**config.mk**
```make
export PLATFORM = sky130hd
export DESIGN_NAME = tlp_framer
export DESIGN_NICKNAME = d
export VERILOG_FILES = /design/src/rtl/tlp_pkg.sv /design/src/rtl/tlp_byte_sel.sv /design/src/rtl/tlp_framer.sv
export SDC_FILE = /design/constraint.sdc
export NUM_CORES = 1
export LEC_CHECK = 0
export CORE_ASPECT_RATIO = 0.9
export CORE_UTILIZATION = 29
export CTS_BUF_LIST = sky130_fd_sc_hd__clkbuf_8
export DETAILED_ROUTE_END_ITERATION = 7
export PLACE_DENSITY = 0.59
export SYNTH_ARGS = -nofsm -noshare
export SYNTH_HDL_FRONTEND = slang
export SYNTH_HIERARCHICAL = 1
export SYNTH_SLANG_ARGS = --single-unit
```
**constraint.sdc**
```tcl
create_clock -name clk -period 4 [get_ports clk]
set_clock_uncertainty 0.1 [all_clocks]
set_input_delay 0.8 -clock clk [delete_from_list [all_inputs] [get_ports clk]]
set_output_delay 0.8 -clock clk [all_outputs]
set_load 0.01 [all_outputs]
```
**src/rtl/tlp_pkg.sv**
```systemverilog
// Shared TLP link constants: framing symbols, size limit, framer state encoding and TLP type codes.
package tlp_pkg;

  localparam int unsigned MAX_BYTES = 20;

  localparam logic [7:0] STP_SYM  = 8'hFB;
  localparam logic [7:0] END_SYM  = 8'hFD;
  localparam logic [7:0] EDB_SYM  = 8'hFE;
  localparam logic [7:0] IDLE_SYM = 8'h00;

  // EDB is only reachable when the abort path is built in.
  typedef enum logic [2:0] {
    IDLE = 3'd0,
    STP  = 3'd1,
    DATA = 3'd2,
    END  = 3'd3,
    EDB  = 3'd4
  } tlp_state_e;

  typedef enum logic [7:0] {
    TLP_MRD  = 8'h00,
    TLP_MWR  = 8'h40,
    TLP_CPL  = 8'h0A,
    TLP_CPLD = 8'h4A
  } tlp_type_e;

endpackage

```
**src/rtl/tlp_byte_sel.sv**
```systemverilog
// Combinational byte mux: picks byte[idx] of the capture register, byte 0 in the top bits.
module tlp_byte_sel #(
  parameter int unsigned MAX_BYTES = tlp_pkg::MAX_BYTES,
  parameter int unsigned IDX_W     = 5
) (
  input  logic [8*MAX_BYTES-1:0] cap,
  input  logic [IDX_W-1:0]       idx,
  output logic [7:0]             byte_out
);

  always_comb begin
    byte_out = '0;
    for (int unsigned i = 0; i < MAX_BYTES; i++) begin
      if (idx == IDX_W'(i)) byte_out = cap[8*(MAX_BYTES-1-i) +: 8];
    end
  end

endmodule

```
**src/rtl/tlp_framer.sv**
```systemverilog
// Serialises one buffered TLP onto the 8-bit symbol lane as STP, payload (MSB-first), END.
// Optional EDB abort path enabled by defining TLP_FRAMER_ABORT_EN.
module tlp_framer #(
  parameter int unsigned MAX_BYTES = tlp_pkg::MAX_BYTES,
  parameter logic [7:0]  STP_SYM   = tlp_pkg::STP_SYM,
  parameter logic [7:0]  END_SYM   = tlp_pkg::END_SYM,
  parameter logic [7:0]  IDLE_SYM  = tlp_pkg::IDLE_SYM
) (
  input  logic                   clk,
  input  logic                   reset,
  input  logic [8*MAX_BYTES-1:0] tlp_in,
  input  logic [4:0]             tlp_len,
  input  logic                   tlp_valid,
`ifdef TLP_FRAMER_ABORT_EN
  input  logic                   tx_abort,
`endif
  output logic                   tlp_ready,
  output logic [7:0]             data_out,
  output logic                   datak_out,
  output logic                   tx_busy,
  output logic [3:0]             tlp_sent_count,
  output logic                   len_err
);
  import tlp_pkg::*;

  localparam int unsigned IDX_W = (MAX_BYTES > 1) ? $clog2(MAX_BYTES) : 1;

  tlp_state_e             state;
  logic [IDX_W-1:0]       idx;
  logic [8*MAX_BYTES-1:0] cap;
  logic [4:0]             len_q;
  logic [7:0]             cur_byte;
  logic                   hs;
  logic                   len_ok;
  logic                   last_byte;
  logic                   abort;

  assign tlp_ready = (state == IDLE) || (state == END);
  assign hs        = tlp_valid && tlp_ready;
  assign len_ok    = (tlp_len != '0) && (32'(tlp_len) <= MAX_BYTES);
  assign last_byte = (32'(idx) + 32'd1) == 32'(len_q);

`ifdef TLP_FRAMER_ABORT_EN
  assign abort = tx_abort && ((state == STP) || (state == DATA));
`else
  assign abort = 1'b0;
`endif

  tlp_byte_sel #(
    .MAX_BYTES(MAX_BYTES),
    .IDX_W    (IDX_W)
  ) u_byte_sel (
    .cap     (cap),
    .idx     (idx),
    .byte_out(cur_byte)
  );

  always_ff @(posedge clk or negedge reset) begin
    if (!reset) begin
      state <= IDLE;
      idx   <= '0;
      cap   <= '0;
      len_q <= '0;
    end else begin
      case (state)
        IDLE: begin
          if (hs && len_ok) begin
            state <= STP;
            cap   <= tlp_in;
            len_q <= tlp_len;
          end
        end
        STP: begin
          state <= abort ? EDB : DATA;
          idx   <= '0;
        end
        DATA: begin
          if (abort)          state <= EDB;
          else if (last_byte) state <= END;
          else                idx   <= idx + IDX_W'(1);
        end
        END: begin
          if (hs && len_ok) begin
            state <= STP;
            cap   <= tlp_in;
            len_q <= tlp_len;
          end else begin
            state <= IDLE;
          end
        end
        default: state <= IDLE;
      endcase
    end
  end

  // Lane outputs are a registered decode of the state, so each symbol trails its state by one cycle;
  // an abort overrides that decode so EDB replaces the symbol that would have come next.
  always_ff @(posedge clk or negedge reset) begin
    if (!reset) begin
      data_out       <= IDLE_SYM;
      datak_out      <= 1'b0;
      tx_busy        <= 1'b0;
      tlp_sent_count <= '0;
      len_err        <= 1'b0;
    end else begin
      len_err <= hs && !len_ok;
      tx_busy <= (state == STP) || (state == DATA) || (state == END);
      if (abort) begin
        data_out  <= EDB_SYM;
        datak_out <= 1'b1;
      end else begin
        case (state)
          STP: begin
            data_out  <= STP_SYM;
            datak_out <= 1'b1;
          end
          DATA: begin
            data_out  <= cur_byte;
            datak_out <= 1'b0;
          end
          END: begin
            data_out       <= END_SYM;
            datak_out      <= 1'b1;
            tlp_sent_count <= tlp_sent_count + 4'd1;
          end
          default: begin
            data_out  <= IDLE_SYM;
            datak_out <= 1'b0;
          end
        endcase
      end
    end
  end

endmodule

```
==> results.py <==
metrics = {
    "cells_and_area": {
        "nets": 1082,
        "final_core_util_pct": 38.0,
        "fillers": 3141,
        "synthToLayoutAreaGrowth_pct": 28.6,
        "layout_commonest_cell": "dfrtp_1",
        "multi_input_area_um2": 4470,
        "drive_gt1_share_pct": 26.8,
        "final_cell_mix": "185 x dfrtp_1, 182 x clkdlybuf4s50_1, 89 x mux2_4",
        "seqCellArea_um2": 4680,
    },
    "clock_tree": {
        "clockRootBuffer": "clkbuf_8",
        "clkSinkCount": 187,
        "ctsResizeCount": 0,
        "post_cts_buffers": 0,
        "h-tree-depth": 4,
        "cts.path.max_buffers": 2,
        "cts_tree": "yes",
        "path_clk_slew_ns": 0.10,
        "postCtsHoldBufs": 0,
        "clock_latency_ns": 0.47,
        "cts_buffers": 17,
    },
    "global_route": {
        "grt_usage_pct": 16.5,
        "grt_start_max_net_pins": 87,
        "grt_pass1_wl_um": 41200,
        "grt_overflow_total": 0,
        "antenna_found_initial": 7,
        "first_global_vias": 6789,
    },
    "die": {
        "rows": 62,
        "dieArea_um2": 33400,
        "core_area_um2": 32000,
        "die_y_um": 173,
        "io_pins": 184,
        "chipWidth_um": 192,
        "initial_core_util_pct": 29.5,
    },
    "logic_synthesis": {
        "synth_fp_nets": 905,
        "synth_xor_area_share_pct": 1.15,
        "synthAdderAreaFrac_pct": 0.926,
        "synth_cells": 730,
        "syn_area_per_cell_um2": 13.0,
        "synthArstFlopShare_pct": 100,
        "synth_compound_area_share_pct": 10.1,
        "ys_seq_elements": 187,
        "ys.flop_type": "dfrtp_1",
        "ys_types": 77,
        "synthSimpleGateAreaFrac_pct": 7.72,
        "synthesis.area_um2": 9460,
        "yosysWarnings": 6,
        "synth_top_family_by_area": "multiplexers",
        "seq_area_frac_synth_pct": 49.5,
        "synth_edf_count": 0,
        "synth_mux_area_share_pct": 27.3,
    },
    "routing": {
        "via_per_inst": 4.89,
        "wl_um": 27000,
        "routedWlPerCell_um": 20.1,
        "drc": 48,
        "drt_iter0_markers": 437,
        "firstDrtPassIters": 7,
        "vias": 6564,
        "ant_nets": 0,
    },
    "power_and_ir_drop": {
        "vdd_drop_max_mv": 0.308,
        "power.leakage_nw": 4.93,
        "p_per_area_nw_per_um2": 744,
    },
    "timing": {
        "setup_violations": 0,
        "slew_violations": 0,
        "rsz0062_at_grt": "false",
        "finalHoldViolCount": 0,
        "min_period_ns": 3.25,
        "tns_ns": 0,
        "fmax_ghz": 0.308,
        "maxSlewHeadroom_pct": 44.4,
        "period_share_pct": 81.2,
        "worstMarginPinSlew_ns": 0.834,
    },
    "critical_path": {
        "arrival_ns": 3.56,
        "critPathMostFrequentCell": "a21oi_1",
        "max_stage_delay_ns": 0.92,
        "path_cells": "buf_4, nor2b_1, a21oi_1, o31ai_1, o21ai_0, a222oi_1, a2bb2oi_1, nand2_1, a21oi_1",
        "cp-start-kind": "flip-flop",
        "reg2reg_depth": 9,
        "crit_type": "reg2reg",
        "path_max_fanout": 39,
        "crit_path_end_kind": "flip-flop",
        "worstPathRequired_ns": 4.31,
        "crit_slowest_cell": "dfrtp_2",
    },
    "placed_design": {
        "gp_congestion": 0.824,
        "portBuffers": 183,
        "dp_hpwl_um": 19800,
    },
    "run": {
        "max-cap-violations": 0,
    },
    "hold_path": {
        "hp-class": "in2async",
    },
    "outcome": {
        "status": "complete, but fails checks",
        "violations": "DRC",
    },
}
==> sequential cells by signal, summed over array words and instances, names as in the netlist <==
| register | count |
|---|---|
| cap | 160 |
| data_out | 8 |
| idx | 5 |
| len_q | 5 |
| tlp_sent_count | 4 |
| state | 2 |
| datak_out | 1 |
| len_err | 1 |
| tx_busy | 1 |
==> area by class of cell <==
| type | instances | area share, % |
|---|---|---|
| antenna | 6 | 0.123 |
| clock buffer | 18 | 2.04 |
| clock inverter | 13 | 1.37 |
| inverter | 10 | 0.309 |
| multi-input combinational | 489 | 36.7 |
| sequential | 187 | 38.5 |
| tap | 416 | 4.28 |
| timing repair buffer | 202 | 16.7 |
==> metrics by stage <==
step                power (mW)  area [um2]  hold WS, ns  setup WS, ns  std cells
floorplan                 6.44        9460        0.358          1.77        730
global placement          7.68       11700        0.367         0.805       1304
detailed placement        7.75       11700        0.366         0.766       1304
CTS                       9.16       12100        0.274         0.752       1335
global route              9.63       12200        0.291         0.607       1336
finish                    9.05       12200        0.250         0.754       1341
==> cell families after synthesis <==
kind of cell / Yosys count
muxes: 198
buffers and inverters: 54
and+or+nand+nor: 133
AOI/OAI and AO/OA: 141
xor gates and xnor gates: 10
adders and majority gates: 7
DFF: 187
==> path summary, 6_finish.rpt <==
check	start	endpoint	slack (ns)
worst max-delay path	idx[1]	data_out[3]	0.75
worst min-delay path	reset	cap[76]	0.25
worst max register to register	idx[1]	data_out[3]	0.75
worst min register to register	tlp_sent_count[3]	tlp_sent_count[3]	0.38
max in group asynchronous	reset	idx[1]	2.58
min in group clk	tlp_sent_count[3]	tlp_sent_count[3]	0.38
==> power breakdown <==
part	internal [mW]	switching [mW]	total (mW)
Clock	0.637	0.720	1.36
Combinational	2.33	1.77	4.10
Sequential	2.86	0.739	3.60
==> routing by layer <==
metal  wire (um)  global-route usage (%)
met1       12400                    23.0
met2       12100                    24.4
met3        2250                    5.45
met4         271                    3.97
met5          27                       0
==> cell usage after synthesis, drive strengths merged (3+ instances only) <==
master / number / area [um2]
o211ai: 5 / 37.5
buf: 37 / 257
a31oi: 5 / 31.3
nand4: 4 / 25.0
or3b: 5 / 46.3
o2bb2ai: 5 / 43.8
clkbuf: 7 / 27.5
o22ai: 6 / 37.5
a211oi: 12 / 95.1
mux2i: 24 / 240
xnor2: 4 / 42.6
o32ai: 3 / 26.3
nand3b: 5 / 37.5
a21oi: 39 / 195
o21a: 3 / 22.5
o2111ai: 3 / 26.3
nor4: 4 / 40.0
inv: 8 / 30.0
nor2: 26 / 108
ha: 7 / 87.6
nor3: 16 / 96.4
nand3: 15 / 80.1
dfrtp: 187 / 4680
nor2b: 10 / 65.1
nand2: 32 / 120
nand2b: 6 / 37.5
mux4: 4 / 90.1
a2bb2oi: 3 / 26.3
xor2: 5 / 43.8
o21ai: 29 / 149
o31ai: 4 / 30.0
a221oi: 7 / 67.6
mux2: 170 / 2250
==> worst max-delay path: cells and delay by family, from the launching register on <==
family | cells | cell delay, ns
AO/OA/AOI/OAI | 6 | 1.33
buffers and inverters | 1 | 0.37
flip-flops | 1 | 0.92
AND/OR/NAND/NOR | 2 | 0.44
(Power assumes the default switching activity.)
